File: config.mk
export PLATFORM = sky130hd
export DESIGN_NAME = vga_frame_reader
export DESIGN_NICKNAME = d
export VERILOG_FILES = /design/src/rtl/vga_pkg.sv /design/src/rtl/vga_sync_fifo.sv /design/src/rtl/vga_frame_reader.sv
export SDC_FILE = /design/constraint.sdc
export NUM_CORES = 1
export LEC_CHECK = 0
export CORE_ASPECT_RATIO = 1.2
export CORE_UTILIZATION = 35
export DETAILED_ROUTE_END_ITERATION = 8
export GPL_ROUTABILITY_DRIVEN = 0
export PLACE_DENSITY = 0.62
export SLEW_MARGIN = 0
export SYNTH_ARGS = -nofsm -noshare
export SYNTH_HDL_FRONTEND = slang
export SYNTH_SLANG_ARGS = --single-unit
File: constraint.sdc
create_clock -name sys_clk -period 4.8 [get_ports sys_clk]
set_clock_uncertainty 0.2 [all_clocks]
set_input_delay 0.72 -clock sys_clk [delete_from_list [all_inputs] [get_ports sys_clk]]
set_output_delay 0.72 -clock sys_clk [all_outputs]
set_load 0.05 [all_outputs]
File: src/rtl/vga_pkg.sv
// Shared types and constants for the VGA frame reader stream path.
//   FRAME_PIXELS : default pixels per frame (H_DISPLAY * V_DISPLAY)
//   state_e      : frame reader FSM states
//   tag_t        : per-read sideband carried alongside an outstanding memory read
`ifndef H_DISPLAY
`define H_DISPLAY 640
`endif
`ifndef V_DISPLAY
`define V_DISPLAY 480
`endif

package vga_pkg;

  localparam int FRAME_PIXELS = `H_DISPLAY * `V_DISPLAY;

  typedef enum logic [1:0] {
    IDLE  = 2'd0,
    READ  = 2'd1,
    DRAIN = 2'd2
  } state_e;

  typedef struct packed {
    logic vld;
    logic first;
    logic last;
  } tag_t;

endpackage

File: src/rtl/vga_sync_fifo.sv
// Single-clock show-ahead FIFO: rdata always presents the head entry.
// A pop on empty is ignored; a push on full is accepted only when a pop
// frees the slot in the same cycle.
// Ports:
//   sys_clk, sys_rst_n : clock, async active-low reset (pointers/count only)
//   push, wdata        : write side
//   pop, rdata         : read side (rdata = head entry)
//   empty, full, count : occupancy status
module vga_sync_fifo #(
  parameter int WIDTH = 8,
  parameter int DEPTH = 8
) (
  input  logic                     sys_clk,
  input  logic                     sys_rst_n,
  input  logic                     push,
  input  logic                     pop,
  input  logic [WIDTH-1:0]         wdata,
  output logic [WIDTH-1:0]         rdata,
  output logic                     empty,
  output logic                     full,
  output logic [$clog2(DEPTH):0]   count
);

  localparam int PW = $clog2(DEPTH);
  localparam logic [PW:0]   CNT_FULL = (PW+1)'(DEPTH);
  localparam logic [PW:0]   CNT_ONE  = (PW+1)'(1);
  localparam logic [PW-1:0] PTR_ONE  = PW'(1);

  logic [WIDTH-1:0] r_mem [DEPTH];
  logic [PW-1:0]    r_wr_ptr;
  logic [PW-1:0]    r_rd_ptr;
  logic [PW:0]      r_count;
  logic             w_do_push;
  logic             w_do_pop;

  assign empty     = (r_count == '0);
  assign full      = (r_count == CNT_FULL);
  assign w_do_pop  = pop & ~empty;
  assign w_do_push = push & (~full | w_do_pop);
  assign rdata     = r_mem[r_rd_ptr];
  assign count     = r_count;

  always_ff @(posedge sys_clk or negedge sys_rst_n) begin
    if (!sys_rst_n) begin
      r_wr_ptr <= '0;
      r_rd_ptr <= '0;
      r_count  <= '0;
    end else begin
      if (w_do_push) r_wr_ptr <= r_wr_ptr + PTR_ONE;
      if (w_do_pop)  r_rd_ptr <= r_rd_ptr + PTR_ONE;
      case ({w_do_push, w_do_pop})
        2'b10:   r_count <= r_count + CNT_ONE;
        2'b01:   r_count <= r_count - CNT_ONE;
        default: r_count <= r_count;
      endcase
    end
  end

  // Storage is not reset; only the pointers define what is valid.
  always_ff @(posedge sys_clk) begin
    if (w_do_push) r_mem[r_wr_ptr] <= wdata;
  end

endmodule

File: src/rtl/vga_frame_reader.sv
// Sweeps a frame buffer in system memory one pixel per read and streams
// {frame_start, rgb} words to the VGA line buffer.
// Ports:
//   sys_clk, sys_rst_n          : clock, async active-low reset
//   enable                      : stream continuously; dropping it ends after the current frame
//   base_addr                   : frame base, captured when pixel 0 is accepted
//   mem_rd, mem_addr, mem_rdy   : read request handshake
//   mem_rdata                   : read data, RD_LATENCY cycles after accept
//   line_buffer_data/vld/rdy    : output stream {frame_start, rgb}
//   busy                        : FSM not idle
//   frame_done                  : pulse when the last pixel of a frame leaves
//
// state | meaning
// IDLE  | no reads issued, waiting for enable
// READ  | issuing reads while credits remain
// DRAIN | frame fully requested, waiting for in-flight data and FIFO to empty
module vga_frame_reader
  import vga_pkg::*;
#(
  parameter int RGB_SIZE     = 12,
  parameter int AW           = 19,
  parameter int RD_LATENCY   = 2,
  parameter int FIFO_DEPTH   = 8,
  parameter int FRAME_PIXELS = vga_pkg::FRAME_PIXELS
) (
  input  logic                sys_clk,
  input  logic                sys_rst_n,
  input  logic                enable,
  input  logic [AW-1:0]       base_addr,
  output logic                mem_rd,
  output logic [AW-1:0]       mem_addr,
  input  logic                mem_rdy,
  input  logic [RGB_SIZE-1:0] mem_rdata,
  output logic [RGB_SIZE:0]   line_buffer_data,
  output logic                line_buffer_vld,
  input  logic                line_buffer_rdy,
  output logic                busy,
  output logic                frame_done
);

  localparam int PCW = (FRAME_PIXELS > 1) ? $clog2(FRAME_PIXELS) : 1;
  localparam int CW  = $clog2(FIFO_DEPTH) + 1;
  localparam logic [PCW-1:0] LAST_PIX = PCW'(FRAME_PIXELS - 1);
  localparam logic [PCW-1:0] PIX_ONE  = PCW'(1);
  localparam logic [CW-1:0]  CNT_ONE  = CW'(1);
  localparam logic [CW-1:0]  CNT_FULL = CW'(FIFO_DEPTH);

  state_e                r_state;
  state_e                w_state_nxt;
  logic [PCW-1:0]        r_pix_cnt;
  logic [AW-1:0]         r_base_lat;
  logic [AW-1:0]         w_addr;
  tag_t                  r_tag [RD_LATENCY];
  tag_t                  w_tag_in;
  tag_t                  w_tail;
  logic [CW-1:0]         r_inflight;
  logic [CW-1:0]         w_fifo_count;
  logic [CW-1:0]         w_credits;
  logic                  w_accept;
  logic                  w_first;
  logic                  w_last;
  logic                  w_pop;
  logic                  w_empty;
  logic                  w_full;
  logic [RGB_SIZE+1:0]   w_fifo_wdata;
  logic [RGB_SIZE+1:0]   w_fifo_rdata;

  assign w_first  = (r_pix_cnt == '0);
  assign w_last   = (r_pix_cnt == LAST_PIX);
  assign w_accept = mem_rd & mem_rdy;
  // Pixel 0 must use the live base so a new frame picks up base_addr without a bubble.
  assign w_addr   = w_first ? base_addr : (r_base_lat + AW'(r_pix_cnt));

  // Every accepted read owns a FIFO slot until it is popped, so the FIFO cannot overflow.
  assign w_credits = CNT_FULL - w_fifo_count - r_inflight;

  // ---------------- FSM ----------------
  always_ff @(posedge sys_clk or negedge sys_rst_n) begin
    if (!sys_rst_n) r_state <= IDLE;
    else            r_state <= w_state_nxt;
  end

  always_comb begin
    w_state_nxt = r_state;
    case (r_state)
      IDLE:    if (enable) w_state_nxt = READ;
      READ:    if (w_accept && w_last && !enable) w_state_nxt = DRAIN;
      DRAIN:   if (r_inflight == '0 && w_empty) w_state_nxt = IDLE;
      default: w_state_nxt = IDLE;
    endcase
  end

  always_comb begin
    mem_rd   = 1'b0;
    mem_addr = '0;
    busy     = (r_state != IDLE);
    // !w_full is implied by credits > 0; kept as a cheap safety net.
    if (r_state == READ && w_credits != '0 && !w_full) begin
      mem_rd   = 1'b1;
      mem_addr = w_addr;
    end
  end

  // ---------------- pixel counter / base latch / in-flight tracking ----------------
  assign w_tag_in = '{vld: w_accept, first: w_first, last: w_last};
  assign w_tail   = r_tag[RD_LATENCY-1];

  always_ff @(posedge sys_clk or negedge sys_rst_n) begin
    if (!sys_rst_n) begin
      r_pix_cnt  <= '0;
      r_base_lat <= '0;
      r_inflight <= '0;
      for (int i = 0; i < RD_LATENCY; i++) r_tag[i] <= '0;
    end else begin
      if (w_accept) begin
        r_pix_cnt <= w_last ? '0 : (r_pix_cnt + PIX_ONE);
        if (w_first) r_base_lat <= base_addr;
      end
      case ({w_accept, w_tail.vld})
        2'b10:   r_inflight <= r_inflight + CNT_ONE;
        2'b01:   r_inflight <= r_inflight - CNT_ONE;
        default: r_inflight <= r_inflight;
      endcase
      r_tag[0] <= w_tag_in;
      for (int i = 1; i < RD_LATENCY; i++) r_tag[i] <= r_tag[i-1];
    end
  end

  // ---------------- output FIFO ----------------
  assign w_fifo_wdata = {w_tail.last, w_tail.first, mem_rdata};

  vga_sync_fifo #(
    .WIDTH (RGB_SIZE + 2),
    .DEPTH (FIFO_DEPTH)
  ) u_fifo (
    .sys_clk   (sys_clk),
    .sys_rst_n (sys_rst_n),
    .push      (w_tail.vld),
    .pop       (w_pop),
    .wdata     (w_fifo_wdata),
    .rdata     (w_fifo_rdata),
    .empty     (w_empty),
    .full      (w_full),
    .count     (w_fifo_count)
  );

  assign line_buffer_vld  = ~w_empty;
  assign w_pop            = line_buffer_vld & line_buffer_rdy;
  // Masked so stale FIFO storage never shows on the bus while empty.
  assign line_buffer_data = line_buffer_vld ? w_fifo_rdata[RGB_SIZE:0] : '0;
  assign frame_done       = w_pop & w_fifo_rdata[RGB_SIZE+1];

endmodule
==> results of run 1 <==
registers in the layout (all words and copies together), names as in the netlist:
| signal | count |
|---|---|
| r_tag | 6 |
| u_fifo.r_wr_ptr | 3 |
| u_fifo.r_rd_ptr | 3 |
| u_fifo.count | 4 |
| r_inflight | 4 |
| r_state | 2 |
| u_fifo.r_mem | 112 |
| r_pix_cnt | 19 |
| r_base_lat | 19 |
layer usage:
| layer | track usage | share of wire | wire length, µm |
|---|---|---|---|
| met3 | 0.0244 | 0.025 | 446 |
| met5 | 0 | 0 | 0 |
| met2 | 0.263 | 0.51 | 9010 |
| met1 | 0.192 | 0.45 | 8020 |
| met4 | 0.0500 | 0.010 | 180 |
what timing repair did:
action	in CTS	in global routing
setup endpoints to repair	2	5
gates resized for setup	2	5
gates cloned	0	0
worst paths after layout:
path,end,start,cells past startpoint,slack (ns)
worst max-delay path,mem_addr[13],u_fifo.count[1],9,0.11
worst min register to register,r_tag[1],r_tag[4],0,0.15
worst min-delay path,r_tag[1],r_tag[4],0,0.15
min in group asynchronous,r_base_lat[6],sys_rst_n,1,0.19
max in group asynchronous,r_tag[0],sys_rst_n,2,3.33
worst max register to register,r_inflight[2],u_fifo.count[1],13,0.96
logic make-up after synthesis:
group	Yosys count
buffers and inverters	37
AND/OR/NAND/NOR	163
flip-flops	172
adder cells (fa/ha/maj)	34
multiplexers	69
AO/OA/AOI/OAI	105
XOR/XNOR	31
area by class of cell:
type	count	share of cell area
Clock inverter	15	0.0166
Timing Repair Buffer	85	0.0801
Inverter	17	0.00624
Tap cell	320	0.0392
Clock buffer	17	0.0416
Sequential cell	172	0.476
Multi-Input combinational cell	402	0.340
power groups by stage:
stage	sequential, µW	clock [µW]	combinational (µW)
finish	2250	1370	4110
global route	2300	1460	4420
CTS	2260	1410	4150
detailed placement	2290	0	4140
global placement	2280	0	4110
floorplan	2120	0	3100
stage by stage:
| step | hold slack [ns] | total power (µW) | cells | instance area (µm²) | worst slack (ns) |
|---|---|---|---|---|---|
| floorplan | 0.131 | 5220 | 611 | 8490 | 0.422 |
| global placement | 0.133 | 6390 | 996 | 9620 | 0.478 |
| detailed placement | 0.136 | 6420 | 996 | 9620 | 0.430 |
| CTS | 0.152 | 7820 | 1028 | 10200 | 0.0210 |
| global route | 0.164 | 8180 | 1028 | 10200 | 0.00216 |
| finish | 0.154 | 7730 | 1028 | 10200 | 0.111 |
Yosys cell counts (8+ instances only):
cell	n	area share
a211oi_1	12	0.011
dfrtp_1	60	0.18
nor3_1	8	0.0047
xnor2_1	21	0.022
ha_1	31	0.046
edfxtp_1	112	0.40
nand3_1	18	0.011
inv_1	14	0.0062
mux2i_1	20	0.024
nand2_1	40	0.018
clkbuf_1	10	0.0044
mux2_4	10	0.018
nor2_1	41	0.018
xor2_1	9	0.0093
a21oi_1	32	0.019
mux4_2	28	0.074
mux2_2	11	0.015
o21ai_0	20	0.012
==> metrics, run 1 <==
total number of vias 5251; Buf+Inv Stages, Crit Path 2; Cell Int Power 4250 µW; Post-synth top flop edfxtp_1; total track usage 0.152; Leak 0.00400 µW; most frequent cells in the layout edfxtp_1, clkdlybuf4s50_1, dfrtp_1; # diodes 0; first-pass GRT wire length 28900 µm; worst-margin pin slew 1.03 ns; Die Ht 173 µm; most common cell after layout, fill and taps aside edfxtp_1; Synth-to-Final Area Change 20.4%; Clock Tree Buf Depth 2; switching share of power 0.450; antenna violations before repair 0; fin nets 765; IO Count 72; cell count after synthesis 611; post-synthesis compound-gate area fraction 0.0834; VDD IR-drop max 1.08 mV; post-CTS setup buffer count 0; post-route ant nets 0; clock root buffer clkbuf_16; DRC Markers 0; fill count 2270; CTS tree built; sw power 3480 µW; CTS Hold Bufs 0; chip width 144 µm; Post-DP HPWL 12200 µm; ys async rst share 0.349; die area 24900 µm²; Cell Area, Synth 8490 µm²; largest net degree at the start of global routing 36; CP cell instances ha_1 -> inv_1 -> ha_1 -> fa_1 -> xnor2_1 -> xnor2_2 -> o21ai_2 -> nor4_1 -> clkdlybuf4s50_1; routed wire length 17700 µm; sequential cell area fraction in the yosys report 0.573; most used cell, CP ha_1; minimum clock period 4.69 ns; Synth Area in XOR/XNOR 0.0329; Fin. Hold Viols 0; pins over their slew limit 0; CP max FO 6; top cell family by delay on the critical path buffers and inverters; crit path kind reg2out; Max stage delay on crit path 0.89 ns; Skew-Pair Late Insertion Delay 0.43 ns; Logic pwr share 0.532; status complete, no violations; Final setup viols 0; final design utilization 0.428; initial drt markers 392; Synth warnings 0; max_slew headroom 0.315; fin crit share 0.977; Flop pwr share 0.291; clock slew at reported path FFs 0.08 ns; Hold/Removal Path Class reg2reg; DR WL/cell 17.2 µm; Synth Area per Inst 13.9 µm²; RSZ-0062 raised after global routing no; Overflow after GRT 0; clock share of power 0.177; critical path required time 3.88 ns; initial core utilization 0.355; post-synthesis simple-gate area fraction 0.106; register area 4870 µm²; startpoint types flip-flop; CORE AREA 23900 µm²; f_max 213 MHz; syn nets 681; Critical Path Slowest Stage Cell clkdlybuf4s50_1; fraction of the mapped netlist area in adder cells 0.0528; detailed-router iteration count before antenna repair 4; CTS buffer count 17; setup TNS 0 ns; share of cells above drive strength 1 0.184; max-cap violation count 0; Post-synth EDFFs 112; # rows 62; Multi-input gate area 3480 µm²; vias in the first global route 5471; Distinct cells, synth 76; via-per-instance ratio 5.11; largest family of logic cells by synthesized area multiplexers; Worst EP arrival 3.77 ns; H-tree levels 4; Worst setup EP type output port; mux share of post-synthesis cell area 0.130; Buffers on Ports 71; Synth Register Bits 172; Sink Count 172; pwr/cell area 756 nW/µm²
Note: power is estimated with default switching activity, not from simulation.
==> run 2: changes to the inputs <==
PLACE_DENSITY = unset   (was 0.62)
==> metrics, run 2 (synthesized netlist as in run 1, its figures left out) <==
Fin. Hold Viols 0 (unchanged); IO Count 72 (unchanged); Final setup viols 0 (unchanged); Post-DP HPWL 12000 µm (was 12200 µm); Overflow after GRT 0 (unchanged); most common cell after layout, fill and taps aside edfxtp_1 (unchanged); Final WS setup 0.242 ns (was 0.111 ns); initial core utilization 0.355 (unchanged); # diodes 0 (unchanged); CTS tree built (unchanged); detailed-router iteration count before antenna repair 5 (was 4); max reg flops 112 (unchanged); Worst EP arrival 3.64 ns (was 3.77 ns); DR WL/cell 17.3 µm (was 17.2 µm); clock slew at reported path FFs 0.08 ns (about the same); largest net degree at the start of global routing 61 (was 36); RSZ-0062 raised after global routing no (unchanged); pre-CTS WS 0.462 ns (was 0.430 ns); CTS Hold Bufs 0 (unchanged); min-delay src r_tag[5] (was r_tag[4]); Worst setup EP type output port (unchanged); initial drt markers 393 (was 392); placed insts 989 (was 996); Sink Count 172 (unchanged); CORE AREA 23900 µm² (unchanged); via-per-instance ratio 5.19 (was 5.11); Leak 0.00399 µW (was 0.00400 µW); pwr/cell area 757 nW/µm² (was 756 nW/µm²); Buffers on Ports 71 (unchanged); share of cells above drive strength 1 0.180 (was 0.184); post-CTS setup buffer count 0 (unchanged); routed wire length 17700 µm (about the same); antenna violations before repair 0 (unchanged); fin nets 758 (was 765); Skew-Pair Late Insertion Delay 0.42 ns (was 0.43 ns); status complete, no violations (unchanged); most frequent cells in the layout edfxtp_1, clkdlybuf4s50_1, dfrtp_1 (unchanged); final design utilization 0.427 (was 0.428); Die Ht 173 µm (unchanged); Clock Tree Buf Depth 2 (unchanged); max-cap violation count 0 (unchanged); total track usage 0.149 (was 0.152); FF-to-FF Start u_fifo.count[1] (unchanged); crit path kind reg2out (unchanged); CP Launch Point u_fifo.count[1] (unchanged); Largest regs u_fifo.r_mem: 112 flops, r_base_lat: 19 flops, r_pix_cnt: 19 flops (unchanged); vias in the first global route 5495 (was 5471); VDD IR-drop max 1.21 mV (was 1.08 mV); total number of vias 5298 (was 5251); worst-margin pin slew 1.01 ns (was 1.03 ns); die area 24900 µm² (unchanged); fin crit share 0.950 (was 0.977); startpoint types flip-flop (unchanged); Hold/Removal Path Class reg2reg (unchanged); H-tree levels 4 (unchanged); Worst Reg-to-Reg Cells 13 (unchanged); chip width 144 µm (unchanged); Top reg by flops u_fifo.r_mem (unchanged); post-route ant nets 0 (unchanged); Non-Filler Instances 1021 (was 1028); f_max 219 MHz (was 213 MHz); max_slew headroom 0.329 (was 0.315); clock root buffer clkbuf_16 (unchanged); hold path cells 0 (unchanged); CP max FO 14 (was 6); Synth-to-Final Area Change 20.2% (was 20.4%); first-pass GRT wire length 28300 µm (was 28900 µm); worst reg2reg setup slack 0.86 ns (was 0.96 ns); RR Endpoint r_inflight[2] (unchanged); pins over their slew limit 0 (unchanged); minimum clock period 4.56 ns (was 4.69 ns); setup TNS 0 ns (unchanged); CTS buffer count 17 (unchanged); DRC Markers 0 (unchanged); critical path required time 3.88 ns (about the same); Hold Path End r_tag[2] (was r_tag[1]); # rows 62 (unchanged)
-- run 2: layer usage --
layer	vias up	GRT usage	share of wire
met4	0	0.0465	0.014
met1	2638	0.183	0.43
li1	2502	-	-
met5	-	0	0
met3	20	0.0274	0.042
met2	138	0.261	0.51
-- run 2: cell type report --
| class | instances | area [µm²] |
|---|---|---|
| fillers | 2220 | 13700 |
| flip-flops and latches | 172 | 4870 |
| multi-input cells | 402 | 3500 |
| repair buffers | 78 | 771 |
| clock buffers | 17 | 425 |
| well taps | 320 | 400 |
| clock inverters | 15 | 180 |
| inverters | 17 | 63.8 |
-- run 2: worst max-delay path by stage --
stage | slack (ns) | depth (start not counted) | end
2_1_floorplan | 0.42 | 8 | mem_addr[13]
3_3_place_gp | 0.49 | 9 | mem_addr[18]
3_5_place_dp | 0.46 | 8 | mem_addr[10]
4_1_cts | 0.07 | 9 | mem_addr[12]
5_1_grt | 0.02 | 10 | mem_addr[15]
6_report | 0.24 | 10 | mem_addr[7]
-- run 2: what timing repair did --
action | CTS | global route
resized for setup | 2 | 7
setup endpoints to repair | 2 | 7
pin swaps | 0 | 0
-- run 2: power by group --
| part | switching (µW) | leakage (µW) | internal (µW) | total [µW] |
|---|---|---|---|---|
| registers | 300 | 0.00177 | 1930 | 2230 |
| logic | 2520 | 0.00192 | 1600 | 4120 |
| clock network | 662 | 0.000292 | 710 | 1370 |
-- run 2: stage by stage --
| stage | total power [µW] | hold WS, ns | area [µm²] |
|---|---|---|---|
| after global placement | 6340 | 0.133 | 9580 |
| after detailed placement | 6420 | 0.135 | 9580 |
| after floorplan | 5220 | 0.131 | 8490 |
| after CTS | 7810 | 0.156 | 10200 |
| after global routing | 8160 | 0.166 | 10200 |
| final | 7720 | 0.156 | 10200 |
-- run 2: critical path, stage by stage (launching register included) --
cell,delay [ns]
dfrtp_1,0.47
ha_1,0.31
inv_1,0.04
ha_1,0.20
fa_1,0.37
xnor2_1,0.25
xnor2_2,0.18
o21ai_2,0.16
buf_4,0.21
a211oi_1,0.18
clkdlybuf4s50_1,0.84
==> run 3: changes to the inputs <==
ABC_AREA = 1   (was unset)
==> metrics, run 3 <==
setup TNS 0 ns (unchanged); CORE AREA 25500 µm² (was 23900 µm²); CTS buffer count 17 (unchanged); ys async rst share 0.349 (unchanged); Logic pwr share 0.516 (was 0.534); status complete, no violations (unchanged); Final setup viols 0 (unchanged); Cell Area, Synth 9060 µm² (was 8490 µm²); most common cell in the synthesized netlist nand2_1 (was edfxtp_1); largest net degree at the start of global routing 43 (was 61); Synth-to-Final Area Change 19.0% (was 20.2%); Fin. Hold Viols 0 (unchanged); Synth Register Bits 172 (unchanged); cell count after synthesis 1003 (was 611); initial drt markers 314 (was 393); clock root buffer clkbuf_16 (unchanged); Max stage delay on crit path 0.83 ns (was 0.84 ns); worst hold slack 0.120 ns (was 0.156 ns); Worst setup EP type output port (unchanged); Worst EP arrival 3.54 ns (was 3.64 ns); vias in the first global route 6871 (was 5495); clock slew at reported path FFs 0.08 ns (about the same); overall power 7400 µW (was 7720 µW); CTS tree built (unchanged); fin crit share 0.928 (was 0.950); Die Ht 178 µm (was 173 µm); Synth warnings 0 (unchanged); # rows 64 (was 62); max_slew headroom 0.444 (was 0.329); total number of vias 7104 (was 5298); most common library cells after synthesis nand2_1, nor2_1, edfxtp_1 (was edfxtp_1, dfrtp_1, nor2_1); most frequent cells in the layout nand2_1, nor2_1, edfxtp_1 (was edfxtp_1, clkdlybuf4s50_1, dfrtp_1); initial core utilization 0.356 (was 0.355); chip width 149 µm (was 144 µm); critical path required time 3.88 ns (about the same); Flop pwr share 0.291 (was 0.289); worst-margin pin slew 0.832 ns (was 1.01 ns); f_max 224 MHz (was 219 MHz); Clock Tree Buf Depth 2 (unchanged); total track usage 0.173 (was 0.149); Distinct cells, synth 37 (was 76); routed wire length 21600 µm (was 17700 µm); IO Count 72 (unchanged); DRC Markers 0 (unchanged); clock share of power 0.192 (was 0.178); Hold/Removal Path Class in2async (was reg2reg); Synth Area per Inst 9.03 µm² (was 13.9 µm²); top cell type's share of synthesized area 0.371 (was 0.396); most common cell after layout, fill and taps aside nand2_1 (was edfxtp_1); sw power 3510 µW (was 3480 µW); crit path kind reg2out (unchanged); Sink Count 172 (unchanged); antenna violations before repair 0 (unchanged); Cell Int Power 3900 µW (was 4240 µW); max-cap violation count 0 (unchanged); Leak 0.00456 µW (was 0.00399 µW); share of cells above drive strength 1 0.0624 (was 0.180); DR WL/cell 15.2 µm (was 17.3 µm); sequential cell area fraction in the yosys report 0.537 (was 0.573); Buffers on Ports 71 (unchanged); CP max FO 12 (was 14); post-route ant nets 0 (unchanged); PostCTS Resize Cnt 0 (was 2); Yosys top cell by area edfxtp_1 (unchanged); Post-synth EDFFs 112 (unchanged); H-tree levels 4 (unchanged); CTS Hold Bufs 0 (unchanged); Post-synth top flop edfxtp_1 (unchanged); Top reg by flops u_fifo.r_mem (unchanged); synth top area cells edfxtp_1, dfrtp_1, nand2_1, nor2_1, o21ai_0 (was edfxtp_1, dfrtp_1, mux4_2, ha_1, mux2i_1); post-CTS setup buffer count 0 (unchanged); placed insts 1388 (was 989); CP cell instances ha_1 -> inv_1 -> ha_1 -> fa_1 -> xnor2_1 -> nand2_1 -> nand3_1 -> nand2_1 -> inv_2 -> o21ai_0 -> a21oi_1 -> clkdlybuf4s50_1 (was ha_1 -> inv_1 -> ha_1 -> fa_1 -> xnor2_1 -> xnor2_2 -> o21ai_2 -> buf_4 -> a211oi_1 -> clkdlybuf4s50_1); Overflow after GRT 0 (unchanged); detailed-router iteration count before antenna repair 5 (unchanged); minimum clock period 4.46 ns (was 4.56 ns); Critical Path Slowest Stage Cell clkdlybuf4s50_1 (unchanged); Largest regs u_fifo.r_mem: 112 flops, r_base_lat: 19 flops, r_pix_cnt: 19 flops (unchanged); # diodes 0 (unchanged); die area 26500 µm² (was 24900 µm²); final design utilization 0.423 (was 0.427); Post-DP HPWL 14700 µm (was 12000 µm); startpoint types flip-flop (unchanged); switching share of power 0.474 (was 0.451); Non-Filler Instances 1420 (was 1021); via-per-instance ratio 5.00 (was 5.19); pwr/cell area 687 nW/µm² (was 757 nW/µm²); pins over their slew limit 0 (unchanged); Skew-Pair Late Insertion Delay 0.44 ns (was 0.42 ns); syn nets 1073 (was 681); VDD IR-drop max 0.561 mV (was 1.21 mV); first-pass GRT wire length 35200 µm (was 28300 µm); fin nets 1147 (was 758); max reg flops 112 (unchanged); RSZ-0062 raised after global routing no (unchanged)
[run 3: layout make-up]
type	count	area, µm²
fillers	2489	14700
clock inverters	15	204
flip-flops and latches	172	4860
clock buffers	17	425
inverters	92	345
well taps	330	413
multi-input cells	703	3650
repair buffers	91	868
[run 3: final timing paths]
path	startpoint	to	slack, ns	cells after the start
worst min register to register	r_tag[3]	r_tag[0]	0.16	0
min in group sys_clk	r_tag[3]	r_tag[0]	0.16	0
worst max-delay path	u_fifo.count[1]	mem_addr[6]	0.34	12
worst min-delay path	sys_rst_n	r_base_lat[7]	0.12	1
max in group asynchronous	sys_rst_n	r_tag[1]	3.35	2
worst max register to register	u_fifo.count[1]	r_inflight[2]	1.11	16
[run 3: through the flow]
step | instance area [µm²] | worst slack (ns)
CTS | 10800 | 0.275
detailed placement | 10100 | 0.764
finish | 10800 | 0.344
floorplan | 9060 | 0.898
global route | 10800 | 0.120
global placement | 10100 | 0.795
[run 3: power by group through the flow]
| stage | clock network [µW] | logic (µW) | registers, µW |
|---|---|---|---|
| after floorplan | 0 | 2820 | 2080 |
| after global placement | 0 | 3810 | 2180 |
| after detailed placement | 0 | 3840 | 2190 |
| after CTS | 1460 | 3860 | 2160 |
| after global routing | 1510 | 4200 | 2200 |
| final | 1420 | 3820 | 2160 |
[run 3: worst max-delay path, delay by kind of cell, from the launching register on]
kind	cells	cell delay [ns]
XOR/XNOR	1	0.21
AO/OA/AOI/OAI	2	0.28
AND/OR/NAND/NOR	3	0.24
adder cells (fa/ha/maj)	3	0.85
buffers and inverters	3	1.09
flip-flops	1	0.43
[run 3: cell families after synthesis]
family,Yosys count,synth area share
and+or+nand+nor,483,0.224
DFF,172,0.537
xor gates and xnor gates,34,0.0329
buffers and inverters,128,0.0595
AOI/OAI and AO/OA,152,0.0970
adders and majority gates,34,0.0495
[run 3: layer usage]
metal	wire length, µm	up-vias	GRT usage
met4	381	0	0.0599
li1	-	3550	-
met2	11000	158	0.313
met5	0	-	0
met3	858	26	0.0248
met1	9330	3370	0.209
